$ cat src/rtl/echo_pulse_gen_multi.sv
// Multi-channel ultrasonic echo emulator: on a trigger edge each channel waits a
// programmable flight delay, then drives ECHO high for a programmable width.
//
// state   | meaning
// IDLE    | waiting for a rising edge on entrada
// DELAY   | counting down the latched flight delay
// PULSE   | ECHO high, counting down the latched echo width
module echo_pulse_gen_multi #(
    parameter int CHANNELS  = 4,
    parameter int WIDTH     = 8,
    parameter int PRESCALE  = 1,
    parameter int RETRIGGER = 0
) (
    input  logic                      CLKOUT,
    input  logic                      reset,
    input  logic [CHANNELS-1:0]       entrada,
    input  logic [CHANNELS*WIDTH-1:0] retardo,
    input  logic [CHANNELS*WIDTH-1:0] cantidad,
    output logic [CHANNELS-1:0]       ECHO,
    output logic [CHANNELS-1:0]       busy,
    output logic [CHANNELS-1:0]       done
);

    localparam int PW = (PRESCALE > 1) ? $clog2(PRESCALE) : 1;
    localparam logic [PW-1:0] PRE_LAST = PW'(PRESCALE - 1);

    typedef enum logic [1:0] {S_IDLE, S_DELAY, S_PULSE} state_t;

    for (genvar i = 0; i < CHANNELS; i++) begin : g_ch
        state_t           state;
        logic [WIDTH-1:0] dcnt;
        logic [WIDTH-1:0] wcnt;
        logic [PW-1:0]    pre;
        logic             prev;
        logic             echo_r;
        logic             busy_r;
        logic             done_r;
        logic [WIDTH-1:0] d_in;
        logic [WIDTH-1:0] w_in;
        logic             edge_det;
        logic             accept;
        logic             step;

        assign d_in     = retardo[i*WIDTH +: WIDTH];
        assign w_in     = cantidad[i*WIDTH +: WIDTH];
        assign edge_det = entrada[i] & ~prev;
        assign accept   = edge_det && ((state == S_IDLE) || (RETRIGGER != 0));
        assign step     = (pre == PRE_LAST);

        // Outputs are registered from the next state, so ECHO/busy/done line up
        // with the state they describe.
        always_ff @(posedge CLKOUT) begin
            if (reset) begin
                state  <= S_IDLE;
                dcnt   <= '0;
                wcnt   <= '0;
                pre    <= '0;
                prev   <= 1'b0;
                echo_r <= 1'b0;
                busy_r <= 1'b0;
                done_r <= 1'b0;
            end else begin
                prev   <= entrada[i];
                done_r <= 1'b0;
                if (accept) begin
                    dcnt <= d_in;
                    wcnt <= w_in;
                    pre  <= '0;
                    if (d_in != '0) begin
                        state  <= S_DELAY;
                        busy_r <= 1'b1;
                        echo_r <= 1'b0;
                    end else if (w_in != '0) begin
                        state  <= S_PULSE;
                        busy_r <= 1'b1;
                        echo_r <= 1'b1;
                    end else begin
                        state  <= S_IDLE;
                        busy_r <= 1'b0;
                        echo_r <= 1'b0;
                        done_r <= 1'b1;
                    end
                end else begin
                    case (state)
                        S_DELAY: begin
                            pre <= step ? '0 : pre + 1'b1;
                            if (step) begin
                                if (dcnt <= WIDTH'(1)) begin
                                    dcnt <= '0;
                                    if (wcnt != '0) begin
                                        state  <= S_PULSE;
                                        echo_r <= 1'b1;
                                    end else begin
                                        state  <= S_IDLE;
                                        busy_r <= 1'b0;
                                        done_r <= 1'b1;
                                    end
                                end else begin
                                    dcnt <= dcnt - 1'b1;
                                end
                            end
                        end
                        S_PULSE: begin
                            pre <= step ? '0 : pre + 1'b1;
                            if (step) begin
                                if (wcnt <= WIDTH'(1)) begin
                                    wcnt   <= '0;
                                    state  <= S_IDLE;
                                    echo_r <= 1'b0;
                                    busy_r <= 1'b0;
                                    done_r <= 1'b1;
                                end else begin
                                    wcnt <= wcnt - 1'b1;
                                end
                            end
                        end
                        default: begin
                            state <= S_IDLE;
                            pre   <= '0;
                        end
                    endcase
                end
            end
        end

        assign ECHO[i] = echo_r;
        assign busy[i] = busy_r;
        assign done[i] = done_r;
    end

endmodule
$ cat config.mk
export PLATFORM = sky130hd
export DESIGN_NAME = echo_pulse_gen_multi
export DESIGN_NICKNAME = d
export VERILOG_FILES = /design/src/rtl/echo_pulse_gen_multi.sv
export SDC_FILE = /design/constraint.sdc
export NUM_CORES = 1
export LEC_CHECK = 0
export ABC_CLOCK_PERIOD_IN_PS = 2300
export CORE_ASPECT_RATIO = 0.8
export CORE_MARGIN = 4
export CORE_UTILIZATION = 45
export CTS_CLUSTER_DIAMETER = 120
export DETAILED_ROUTE_END_ITERATION = 10
export HOLD_SLACK_MARGIN = 0.12
export PLACE_DENSITY = 0.68
export RECOVER_POWER = 100
export SETUP_SLACK_MARGIN = 0.1
export SLEW_MARGIN = 20
export SYNTH_ARGS = -nofsm -noshare
export SYNTH_HDL_FRONTEND = slang
export SYNTH_SLANG_ARGS = --single-unit
export TNS_END_PERCENT = 20
$ cat constraint.sdc
create_clock -name CLKOUT -period 2.3 [get_ports CLKOUT]
set_input_delay 0.345 -clock CLKOUT [delete_from_list [all_inputs] [get_ports CLKOUT]]
set_output_delay 0.345 -clock CLKOUT [all_outputs]
set_load 0.02 [all_outputs]
### Word level (Yosys, flattened, before mapping)

Index checks and enable logic that the tools add are counted.

| storage, ports and cells | value |
|---|---|
| bits of input ports | 70 |
| flip-flop bits (word level) | 92 |

| operators by class | value |
|---|---|
| reductions and logical operators | 60 |
| bitwise gates (word level) | 16 |
| mux-type cells | 164 |
| $lt $le $gt $ge | 8 |
| add/sub/neg operators | 12 |
| equality and inequality tests | 36 |

Operator list:

| kind | count |
|---|---|
| $mux W8 | 32 |
| $reduce_bool A8 Y1 | 12 |
| $mux W1 | 84 |
| $ne A3 B3 Y1 const B | 24 |
| $le A8 B1 Y1 const B | 8 |
| $mux W2 | 32 |
| $sub A8 B1 Y8 const B | 8 |
| $reduce_and A6 Y1 | 8 |
| $pmux W1 S2 | 12 |
| $pmux W2 S2 | 4 |
| $reduce_and A2 Y1 | 8 |
| $reduce_and A4 Y1 | 4 |
| $reduce_bool A2 Y1 | 8 |
| $reduce_or A4 Y1 | 4 |
| $not A1 Y1 | 12 |
| $reduce_bool A3 Y1 | 4 |
| $eq A2 B1 Y1 const B | 4 |
| $eq A2 B2 Y1 const B | 4 |
| $logic_not A2 Y1 | 4 |
| $ne A2 B1 Y1 const B | 4 |
| $reduce_or A2 Y1 | 4 |
| $add A1 B1 Y1 const B | 4 |
| $and A1 B1 Y1 | 4 |
| $logic_and A1 B1 Y1 | 4 |

### Logic depth before layout (Yosys ltp)

| logic depth | value |
|---|---|
| word-level depth | 6 |
| gate-level depth with buffers | 9 |
| depth with buffers taken out | 7 |

### Worst setup path after synthesis

OpenSTA, ideal clock, no wires.

| timing path | value |
|---|---|
| kind | register to register |
| start point | reg g_ch[1].wcnt[0] |
| end point | reg g_ch[1].echo_r |
| arrival time | 1.867 ns |
| stages on the path, launching flop included | 8 |
| required time | 2.181 ns |
| path buffers | 0 |
| library setup time | 0.119 ns |
| setup slack | 0.314 ns |
| cells stage by stage | dfxtp_1 -> inv_1 -> ha_1 -> or2_2 -> a31o_2 -> o221ai_1 -> a21oi_1 -> o221a_2 |

| between the ends | value |
|---|---|
| cells in the longest elaborated chain, start to end | 3 |
| elaborated cells between the ends (all ways) | 5 |
| those cells by class | order compare (1); eq/ne (2); reduce/logical (2) |

RTL lines:

| element | line | source |
|---|---|---|
| start, declared | 32 | `logic [WIDTH-1:0] wcnt;` |
| start signal, assigned | 67 | `wcnt <= w_in;` |
| start signal, assigned | 113 | `wcnt <= wcnt - 1'b1;` |
| $le A8 B1 Y1 / $reduce_bool A8 Y1 (equally long branches) | 106, 90 |  |
| $ne A3 B3 Y1 (no line) | -- |  |
| $reduce_and A6 Y1 (no line) (*) | -- |  |
| end signal, assigned | 80 | `echo_r <= 1'b0;` |
| end signal, assigned | 92 | `echo_r <= 1'b1;` |
| end signal, assigned | 109 | `echo_r <= 1'b0;` |
| end, declared | 35 | `logic echo_r;` |

Every way passes the cells marked *; elsewhere a longest branch is shown, timed or not.
A chain may end at the register's enable or synchronous reset.

### Worst setup path in the final report

| timing path | value |
|---|---|
| start point | reg g_ch[3].dcnt[2] |
| end point | reg g_ch[3].state[1] |

| between the ends | value |
|---|---|
| cells in the longest elaborated chain, start to end | 3 |

RTL lines:

| element | line | source |
|---|---|---|
| start, declared | 31 | `logic [WIDTH-1:0] dcnt;` |
| start signal, assigned | 66 | `dcnt <= d_in;` |
| start signal, assigned | 99 | `dcnt <= dcnt - 1'b1;` |
| $le A8 B1 Y1 | 88 | `if (dcnt <= WIDTH'(1)) begin` |
| $ne A3 B3 Y1 (no line) | -- |  |
| $reduce_and A4 Y1 (no line) | -- |  |
| end signal, assigned | 91 | `state <= S_PULSE;` |
| end signal, assigned | 94 | `state <= S_IDLE;` |
| end signal, assigned | 108 | `state <= S_IDLE;` |
| end, declared | 30 | `state_t state;` |

No other way between the ends.

==> run_results.csv <==
group,metric,value,unit
outcome,status,"finished clean",
placed_design,gp_congestion,0.9169,
cts,htreeDepth,3,
final_layout,antennaDiodeCount,0,
synth,syn_area,5879,um2
critical_path,cp-start-kind,"flip-flop",
critical_path,crit_path_end_kind,"flip-flop",
cts,cts_hold_buf,0,
cts,post_cts_resized,0,
synth,yosys.area_share.simple,26.62,%
power,powerDensity,1045,nW/um2
sta,finClkSkew,8.867,ps
cts,worstSkewPairLatency,360,ps
power,leakage,2.708,nW
detailed_routing,via_per_inst,5.858,
floorplan,die-area,14970,um2
synth,syn_avg_cell_area,7.726,um2
cts,clockBufferDepth,2,
cts,cts_root_buffer,"clkbuf_16",
synth,ys_warn_count,0,
sta,finalSetupViolations,0,
detailed_routing,drc,0,
sta,grt_setup_unrepaired,"yes",
synth,synth_xor_area_share,1.341,%
detailed_routing,wire_per_inst,15.31,um
synth,synth-edff-count,0,
synth,yosysSeqAreaShare,31.33,%
floorplan,die_x,135.8,um
floorplan,boundaryPins,82,
critical_path,critPathMaxFanout,6,
synth,netlist_instances,761,
synth,synth_ff_type,"dfxtp_1",
grt,grt_remaining_overflow,0,
synth,yosysMostFrequentCell,"dfxtp_1",
detailed_routing,first_pass_iters,5,
detailed_routing,routed_wl,15660,um
final_layout,multiInputGateArea,3631,um2
synth,ys_ff_latch,92,
run,max_cap_viol_count,0,
sta,finalHoldViolCount,0,
floorplan,die_y,110.2,um
floorplan,core,12820,um2
critical_path,required,2530,ps
detailed_routing,first_iter_violations,454,
final_layout,final_area,7233,um2
grt,grt_pass1_wl,25950,um
cts,post_cts_buffers,0,
placed_design,post-dp-hpwl,11820,um
synth,synth_top_family_by_area,"compound AO/OA/AOI/OAI gates",
floorplan,start_util,45.85,%
detailed_routing,num_vias,5993,
grt,antenna_found_initial,0,
synth,yosys-top-cells-area,"dfxtp_1, ha_1, nor2_1",
floorplan,rows,37,
critical_path,worstPathArrival,2310,ps
detailed_routing,ant_nets,0,
final_layout,regArea,1842,um2
sta,drv_slew,0,
synth,synth_fa_ha_area_share,7.023,%
synth,synth_compound_area_share,26.64,%
grt,grt_pass1_vias,5510,
placed_design,portBuffers,81,
grt,grt_start_max_net_pins,34,
sta,max_clock_freq,479.8,MHz
synth,synth_area_leader_cell,"dfxtp_1",
cts,cts_buffers,9,
grt,grt_use_total,21.01,%
cts,cts_tree,"done",
placed_design,dpl_cell_area,6933,um2
sta,fin_crit_sh,90.62,%
synth,muxShareOfSynthArea,0.1702,%
synth,async_reset_ff_share,0,%
synth,synthTopCellsByCount,"dfxtp_1, nor2_1, nand2_1, o21ai_0, inv_1",
final_layout,fill_cells,1181,
final_layout,syn_to_final_growth,23.03,%
final_layout,drive_gt1_share,7.193,%
sta,relSlewSlack,44.07,%
min_path,hold_class,"flip-flop to flip-flop",
power,ir_worst_vdd,0.0004844,V
synth,synth_top_area_share,31.33,%
sta,worst_pin_slew,831.3,ps
sta,tns,0,ps
final_layout,nNetsFinal,946,
cts,cts.sinks,92,
synth,synth_cell_types,68,
cts,path_clk_slew,60,ps
sta,fin_crit,2084,ps
critical_path,crit_type,"flip-flop to flip-flop",
[flip-flops by register name (all words and copies together), names as in the netlist]
name / flops
g_ch.busy_r: 4
g_ch.prev: 4
g_ch.dcnt: 32
g_ch.wcnt: 32
g_ch.done_r: 4
g_ch.state: 8
g_ch.pre: 4
g_ch.echo_r: 4
[metal layers]
metal / GRT usage, % / share of wire, % / vias up
li1: - / - / 2987
met1: 28.79 / 48 / 2788
met2: 33.31 / 44 / 205
met3: 4.356 / 6.0 / 13
met4: 6.835 / 1.3 / 0
met5: 0 / 0 / -
[final cells by class]
type,instances,share of cell area (%)
clock buffers,13,3.736
clock inverters,3,0.9341
multi-input cells,584,50.20
well taps,175,3.027
flip-flops and latches,92,25.46
repair buffers,114,14.46
inverters,42,2.180
[worst paths after layout]
check | from | end | slack [ps] | cells after the start
setup reg to reg | g_ch[3].dcnt[2] | g_ch[3].state[1] | 220 | 5
setup / recovery | g_ch[3].dcnt[2] | g_ch[3].state[1] | 220 | 5
hold / removal | g_ch[3].dcnt[5] | g_ch[3].dcnt[5] | 480 | 2
hold reg to reg | g_ch[3].dcnt[5] | g_ch[3].dcnt[5] | 480 | 2
[cell usage in the layout, fill, tap and decap left out, types with 9 or more instances in the layout]
master,netlist,final
dfxtp_1,92,92
a31oi_1,23,23
o31ai_1,12,13
nand2_1,66,66
or4_1,16,17
a22oi_1,25,25
nand2b_1,10,10
a21oi_1,34,34
nand3_1,21,21
a211oi_1,13,13
nor2_1,85,85
clkbuf_16,0,9
dlygate4sd3_1,0,14
inv_1,42,42
clkdlybuf4s50_1,0,66
buf_4,12,26
ha_1,33,33
nor4_1,21,22
o21ai_0,59,59
nor3_1,32,32
[kinds of logic after synthesis]
| group | count (synthesis) |
|---|---|
| AO/OA/AOI/OAI | 231 |
| XOR/XNOR | 9 |
| adder cells (fa/ha/maj) | 33 |
| buffers and inverters | 88 |
| flip-flops | 92 |
| multiplexers | 1 |
| other | 1 |
| AND/OR/NAND/NOR | 306 |
[per-stage QoR]
stage                     worst slack [ps]  power, mW  util (%)  hold WS, ps  std cells
after global routing                 4.853      8.150     56.41        510.1       1023
after global placement               159.8      5.843     54.06        449.4       1007
after detailed placement             120.9      5.924     54.06        466.0       1007
after floorplan                      314.1      4.888         -        438.2        764
after CTS                            128.3      7.626     56.70        377.0       1023
final                                215.8      7.556     56.41        479.0       1023
[worst max-delay path, stage by stage, from the launching register on]
cell and delay (ps):
dfxtp_1 350, or4_1 650, o41ai_1 460, a31oi_1 180, a211oi_1 240, a211oi_1 80
[power by group]
group	switching (mW)	leakage (nW)	internal, mW
Sequential	0.305	0.756	1.91
Clock	0.624	0.162	1.04
Combinational	2.10	1.79	1.58
No activity file was read; power rests on OpenSTA's default activity.
